[config.mk]
export PLATFORM = sky130hd
export DESIGN_NAME = rr_arbiter4
export DESIGN_NICKNAME = d
export VERILOG_FILES = /design/src/rtl/arb_pkg.sv /design/src/rtl/dec2to4.sv /design/src/rtl/rr_arbiter4.sv
export SDC_FILE = /design/constraint.sdc
export NUM_CORES = 1
export LEC_CHECK = 0
export CAP_MARGIN = 0
export CORE_ASPECT_RATIO = 1.25
export CORE_MARGIN = 3
export CORE_UTILIZATION = 51
export DETAILED_ROUTE_END_ITERATION = 16
export PLACE_DENSITY = 0.8
export SLEW_MARGIN = 20
export SYNTH_ARGS = -nofsm -noshare
export SYNTH_HDL_FRONTEND = slang
export SYNTH_SLANG_ARGS = --single-unit
[constraint.sdc]
create_clock -name clk -period 2.7 [get_ports clk]
set_input_delay 0.675 -clock clk [delete_from_list [all_inputs] [get_ports clk]]
set_output_delay 0.675 -clock clk [all_outputs]
set_load 0.03 [all_outputs]
[src/rtl/arb_pkg.sv]
// Shared definitions for the four-way round-robin arbiter.
package arb_pkg;

    typedef enum logic {
        ST_IDLE  = 1'b0,
        ST_GRANT = 1'b1
    } state_t;

    localparam int N_REQ = 4;
    localparam int IDX_W = 2;

endpackage

[src/rtl/dec2to4.sv]
// Two-to-four one-hot decoder with enable; all-zero output when disabled.
module dec2to4
    import arb_pkg::*;
(
    input  logic [IDX_W-1:0] idx,
    input  logic             en,
    output logic [N_REQ-1:0] onehot
);

    always_comb begin
        onehot = '0;
        if (en) begin
            onehot[idx] = 1'b1;
        end
    end

endmodule

[src/rtl/rr_arbiter4.sv]
// Four-requester round-robin arbiter with a registered owner index,
// a per-grant hold limit and a mandatory idle turnaround after each release.
module rr_arbiter4
    import arb_pkg::*;
#(
    parameter int HOLD_MAX = 8,
    parameter int CNT_W    = 8
) (
    input  logic             clk,
    input  logic             rst_n,
    input  logic [N_REQ-1:0] req,
    output logic [N_REQ-1:0] gnt,
    output logic [IDX_W-1:0] gnt_idx,
    output logic             gnt_valid,
    output logic             timeout
);

    // Handshake: client i may use the resource in every cycle gnt[i]=1 and
    // keeps it by holding req[i]; dropping req[i] releases it at the next edge.
    state_t           state;
    state_t           state_next;
    logic [IDX_W-1:0] ptr;
    logic [IDX_W-1:0] win_idx;
    logic             win_found;
    logic [CNT_W-1:0] hold_cnt;
    logic             owner_req;
    logic             hold_expired;
    logic             timeout_q;

    // First set request at or after ptr, wrapping 3 -> 0.
    always_comb begin
        logic [IDX_W-1:0] cand;
        cand      = ptr;
        win_found = 1'b0;
        win_idx   = ptr;
        for (int i = 0; i < N_REQ; i++) begin
            cand = ptr + IDX_W'(i);
            if (!win_found && req[cand]) begin
                win_found = 1'b1;
                win_idx   = cand;
            end
        end
    end

    assign owner_req    = req[gnt_idx];
    assign hold_expired = (hold_cnt == CNT_W'(HOLD_MAX - 1));

    always_ff @(posedge clk or negedge rst_n) begin
        if (!rst_n) begin
            state     <= ST_IDLE;
            gnt_idx   <= '0;
            ptr       <= '0;
            hold_cnt  <= '0;
            timeout_q <= 1'b0;
        end else begin
            state     <= state_next;
            timeout_q <= 1'b0;
            case (state)
                ST_IDLE: begin
                    if (win_found) begin
                        gnt_idx  <= win_idx;
                        hold_cnt <= '0;
                    end
                end
                ST_GRANT: begin
                    if (!owner_req) begin
                        ptr <= gnt_idx + IDX_W'(1);
                    end else if (hold_expired) begin
                        ptr       <= gnt_idx + IDX_W'(1);
                        timeout_q <= 1'b1;
                    end else begin
                        hold_cnt <= hold_cnt + CNT_W'(1);
                    end
                end
                default: ;
            endcase
        end
    end

    // Any release returns to IDLE, so the turnaround cycle is never skipped.
    always_comb begin
        state_next = state;
        case (state)
            ST_IDLE:  if (win_found) state_next = ST_GRANT;
            ST_GRANT: if (!owner_req || hold_expired) state_next = ST_IDLE;
            default:  state_next = ST_IDLE;
        endcase
    end

    always_comb begin
        gnt_valid = (state == ST_GRANT);
        timeout   = timeout_q;
    end

    dec2to4 u_dec (
        .idx    (gnt_idx),
        .en     (gnt_valid),
        .onehot (gnt)
    );

endmodule

==> run summary <==
• total number of placement rows: 16
• average wire per standard cell: 15.8 um
• Clk pwr share: 14.5%
• Detailed Route WL: 1970 um
• startpoint of the worst register-to-register path: hold_cnt[4]
• Area growth syn-to-layout: 20.4%
• smallest setup slack after layout: 0.129 ns
• crit-path max FO: 7
• transition time of the tightest slew-check pin: 0.783 ns
• distinct cell type count of the synthesized netlist: 33
• DR iter-0 viols: 21
• width of the die: 43.7 um
• asr flop ratio synth: 100%
• Hold EP: hold_cnt[2]
• switching power as a share of total power: 43.7%
• achievable clock frequency: 0.389 GHz
• WP data required: 2.03 ns
• multiplexer fraction of the synthesized cell area: 8.29%
• Hold-fix buffers, CTS: 0
• count of final setup violators: 0
• internal reg-to-reg setup slack: 0.81 ns
• Worst Setup Slack post-DPL: 0.105 ns
• worst hold-check path type: reg -> reg
• Setup crit start kind: register
• worst-case reg-to-reg path depth: 4
• compound-cell area share of the yosys netlist: 20.9%
• remaining global-route overflow: 0
• final hold violations: 0
• switching pwr: 466 uW
• final worst path period share: 95.2%
• synthesized net count: 102
• sum of negative setup slack: 0 ns
• antenna cell count: 0
• Synth Flop Type: dfrtp_1
• maximum number of pins on one net before global-route repair: 15
• category of the worst setup path capture point: primary output
• family with the most delay on the worst path: buffers and inverters
• first-pass GRT wire length: 3410 um
• clock latency on the worst-skew pair: 0.29 ns
• Sinks on Clock Net: 14
• unrepaired setup endpoints after global routing: false
• largest cells by area after synthesis: dfrtp_1 (39%), ha_1 (6.9%), and2_1 (3.5%), a21oi_1 (3.3%), mux2i_1 (3.3%)
• Root Driver: clkbuf_4
• share of the yosys chip area belonging to registers: 38.7%
• adder-cell share of the synthesized area: 6.91%
• via total after detailed routing: 778
• fin nets: 118
• area fraction of the dominant cell type after synthesis: 38.7%
• die footprint: 2320 um2
• series of cell instances along the critical path: inv_1, ha_1, and2_1, clkdlybuf4s50_1
• count of final max-slew check failures: 0
• placed wire-length estimate: 1430 um
• most area-hungry cell type in the Yosys netlist: dfrtp_1
• post-synthesis cell count: 91
• effective utilization at floorplan: 55.9%
• total global routing track utilization: 20.0%
• Fill cells: 145
• number of global-route vias before repair: 740
• type of the worst setup path: reg -> out
• number of warnings printed during yosys synthesis: 0
• Synth Register Bits: 14
• core area: 1620 um2
• number of antenna violations at the first check in global routing: 0
• clock tree from TritonCTS: built
• number of detailed-route iterations in the first pass: 4
• critical path arrival: 1.90 ns
• synthesized cell area: 906 um2
• combined buffer and inverter count along the critical path: 2
• reg2reg end: ptr[0]
• vias per std cell: 6.27
• count of pins on the block boundary: 14
• syn_area_per_cell: 9.95 um2
• leakage power figure: 0.461 nW
• residual antenna-violating net count after detailed routing: 0
• design internal power: 601 uW
• XOR/XNOR share of the synthesized area: 1.93%
• biggest cell delay along the critical path: 0.70 ns
• sequential share of power: 33.7%
• maximum vdd drop: 0.000658 V
• main combinational cell family by area after synthesis: compound AO/OA/AOI/OAI gates
• most common cell in the netlist: dfrtp_1
• clock period minus final worst setup slack: 2.57 ns
• Hold Startpoint: hold_cnt[2]
• combinational power share: 51.8%
• Pwr per Cell Area: 978 nW/um2
• Max H-tree Level: 1
• CP max stage cell: clkdlybuf4s50_1
• final worst clock skew: 0.00816 ns
• proportion of layout cells with a drive suffix above 1: 13.2%
• total of buffers placed on input and output ports: 13
• height of the chip: 53.1 um
• leading post-synthesis cells by instance count: dfrtp_1 (14), a21oi_1 (6), nand2_1 (6)
• run status: finished, final reports clean
• clock-pin slew of the registers on the worst-case setup and hold paths: 0.09 ns
• number of synthesized flops with an enable pin: 0
• Post-Synth Simple-Gate Area: 20.7%
• maximum clock insertion buffer count: 2
• slew margin rel.: 47.4%
• final core utilization: 67.3%
• routability congestion estimate: 0.765
• number of buffers added by the clock tree synthesis step: 3
• number of remaining DRC errors: 0
• WHS Path Cells: 2
• max_cap viols: 0
==> timing repair <==
item / in CTS / in global routing
buffers inserted: 0 / 0
hold endpoints to repair: 0 / 0
resized for setup: 0 / 1
endpoints found under the setup margin: 0 / 1
==> final cells by class <==
type | count | area [um2] | share of cell area [%]
Tap cell | 18 | 22.5 | 2.06
Inverter | 3 | 11.3 | 1.03
Sequential cell | 14 | 352 | 32.2
Clock buffer | 4 | 36.3 | 3.33
Multi-Input combinational cell | 71 | 532 | 48.7
Timing Repair Buffer | 14 | 138 | 12.6
==> state kept, by name, indices dropped and copies added (netlist names) <==
register / cells
gnt_valid: 1
hold_cnt: 8
timeout: 1
ptr: 2
gnt_idx: 2
==> cell usage in the layout (no fill, tap or decap), types with 2 or more instances in the layout <==
cell / netlist / final
dfrtp_1: 14 / 13
clkdlybuf4s50_1: 0 / 13
nand2_1: 6 / 6
a21oi_1: 6 / 6
and2_1: 5 / 5
o21ai_0: 5 / 5
ha_1: 5 / 5
inv_1: 3 / 3
and3_1: 3 / 3
or4_1: 3 / 3
o31ai_1: 3 / 3
a22o_1: 3 / 3
a31oi_1: 3 / 3
nor2_1: 3 / 3
mux2i_1: 3 / 3
clkbuf_4: 0 / 3
nor3_1: 2 / 2
nand3_1: 2 / 2
xnor2_1: 2 / 2
nor2b_1: 2 / 2
mux2_2: 2 / 2
nand4_1: 2 / 2
==> layer usage <==
| metal | vias up | wire length, um | GRT usage (%) |
|---|---|---|---|
| li1 | 374 | - | - |
| met1 | 383 | 856 | 23.3 |
| met2 | 17 | 983 | 33.7 |
| met3 | 4 | 84 | 7.14 |
| met4 | 0 | 40 | 6.03 |
| met5 | - | 0 | 0 |
==> through the flow <==
step                      total power [mW]  cell area, um2  cells  hold WS [ns]
after floorplan                      0.723             906     91         0.379
after global placement               0.894            1050    120         0.532
after detailed placement             0.913            1050    120         0.556
after CTS                             1.06            1090    124         0.575
after global routing                  1.15            1090    124         0.606
final                                 1.07            1090    124         0.577
==> cells by family after synthesis <==
logic type                 count (synthesis)
AOI/OAI and AO/OA                         26
xor gates and xnor gates                   2
adders and majority gates                  5
buffers and inverters                      6
DFF                                       14
muxes                                      6
and+or+nand+nor                           32
==> power by group through the flow <==
stage	logic, mW	registers, mW	clock network, mW
floorplan	0.349	0.374	0
global placement	0.538	0.356	0
detailed placement	0.550	0.363	0
CTS	0.551	0.359	0.155
global route	0.608	0.369	0.170
finish	0.553	0.359	0.155
==> worst max path at each step <==
stage | endpoint | cells past startpoint | startpoint
CTS | gnt[0] | 4 | gnt_idx[0]
detailed placement | hold_cnt[7] | 5 | req[3]
global route | gnt[0] | 4 | gnt_idx[0]
floorplan | gnt[0] | 3 | gnt_valid
finish | gnt[0] | 4 | gnt_idx[1]
global placement | gnt_idx[1] | 5 | req[0]
==> tightest hold or removal path: cells and delay by family, from the launching register on <==
kind,cells,cell delay (ns)
DFF,1,0.38
AOI/OAI and AO/OA,2,0.15
Power figures use the tool's default switching activity.
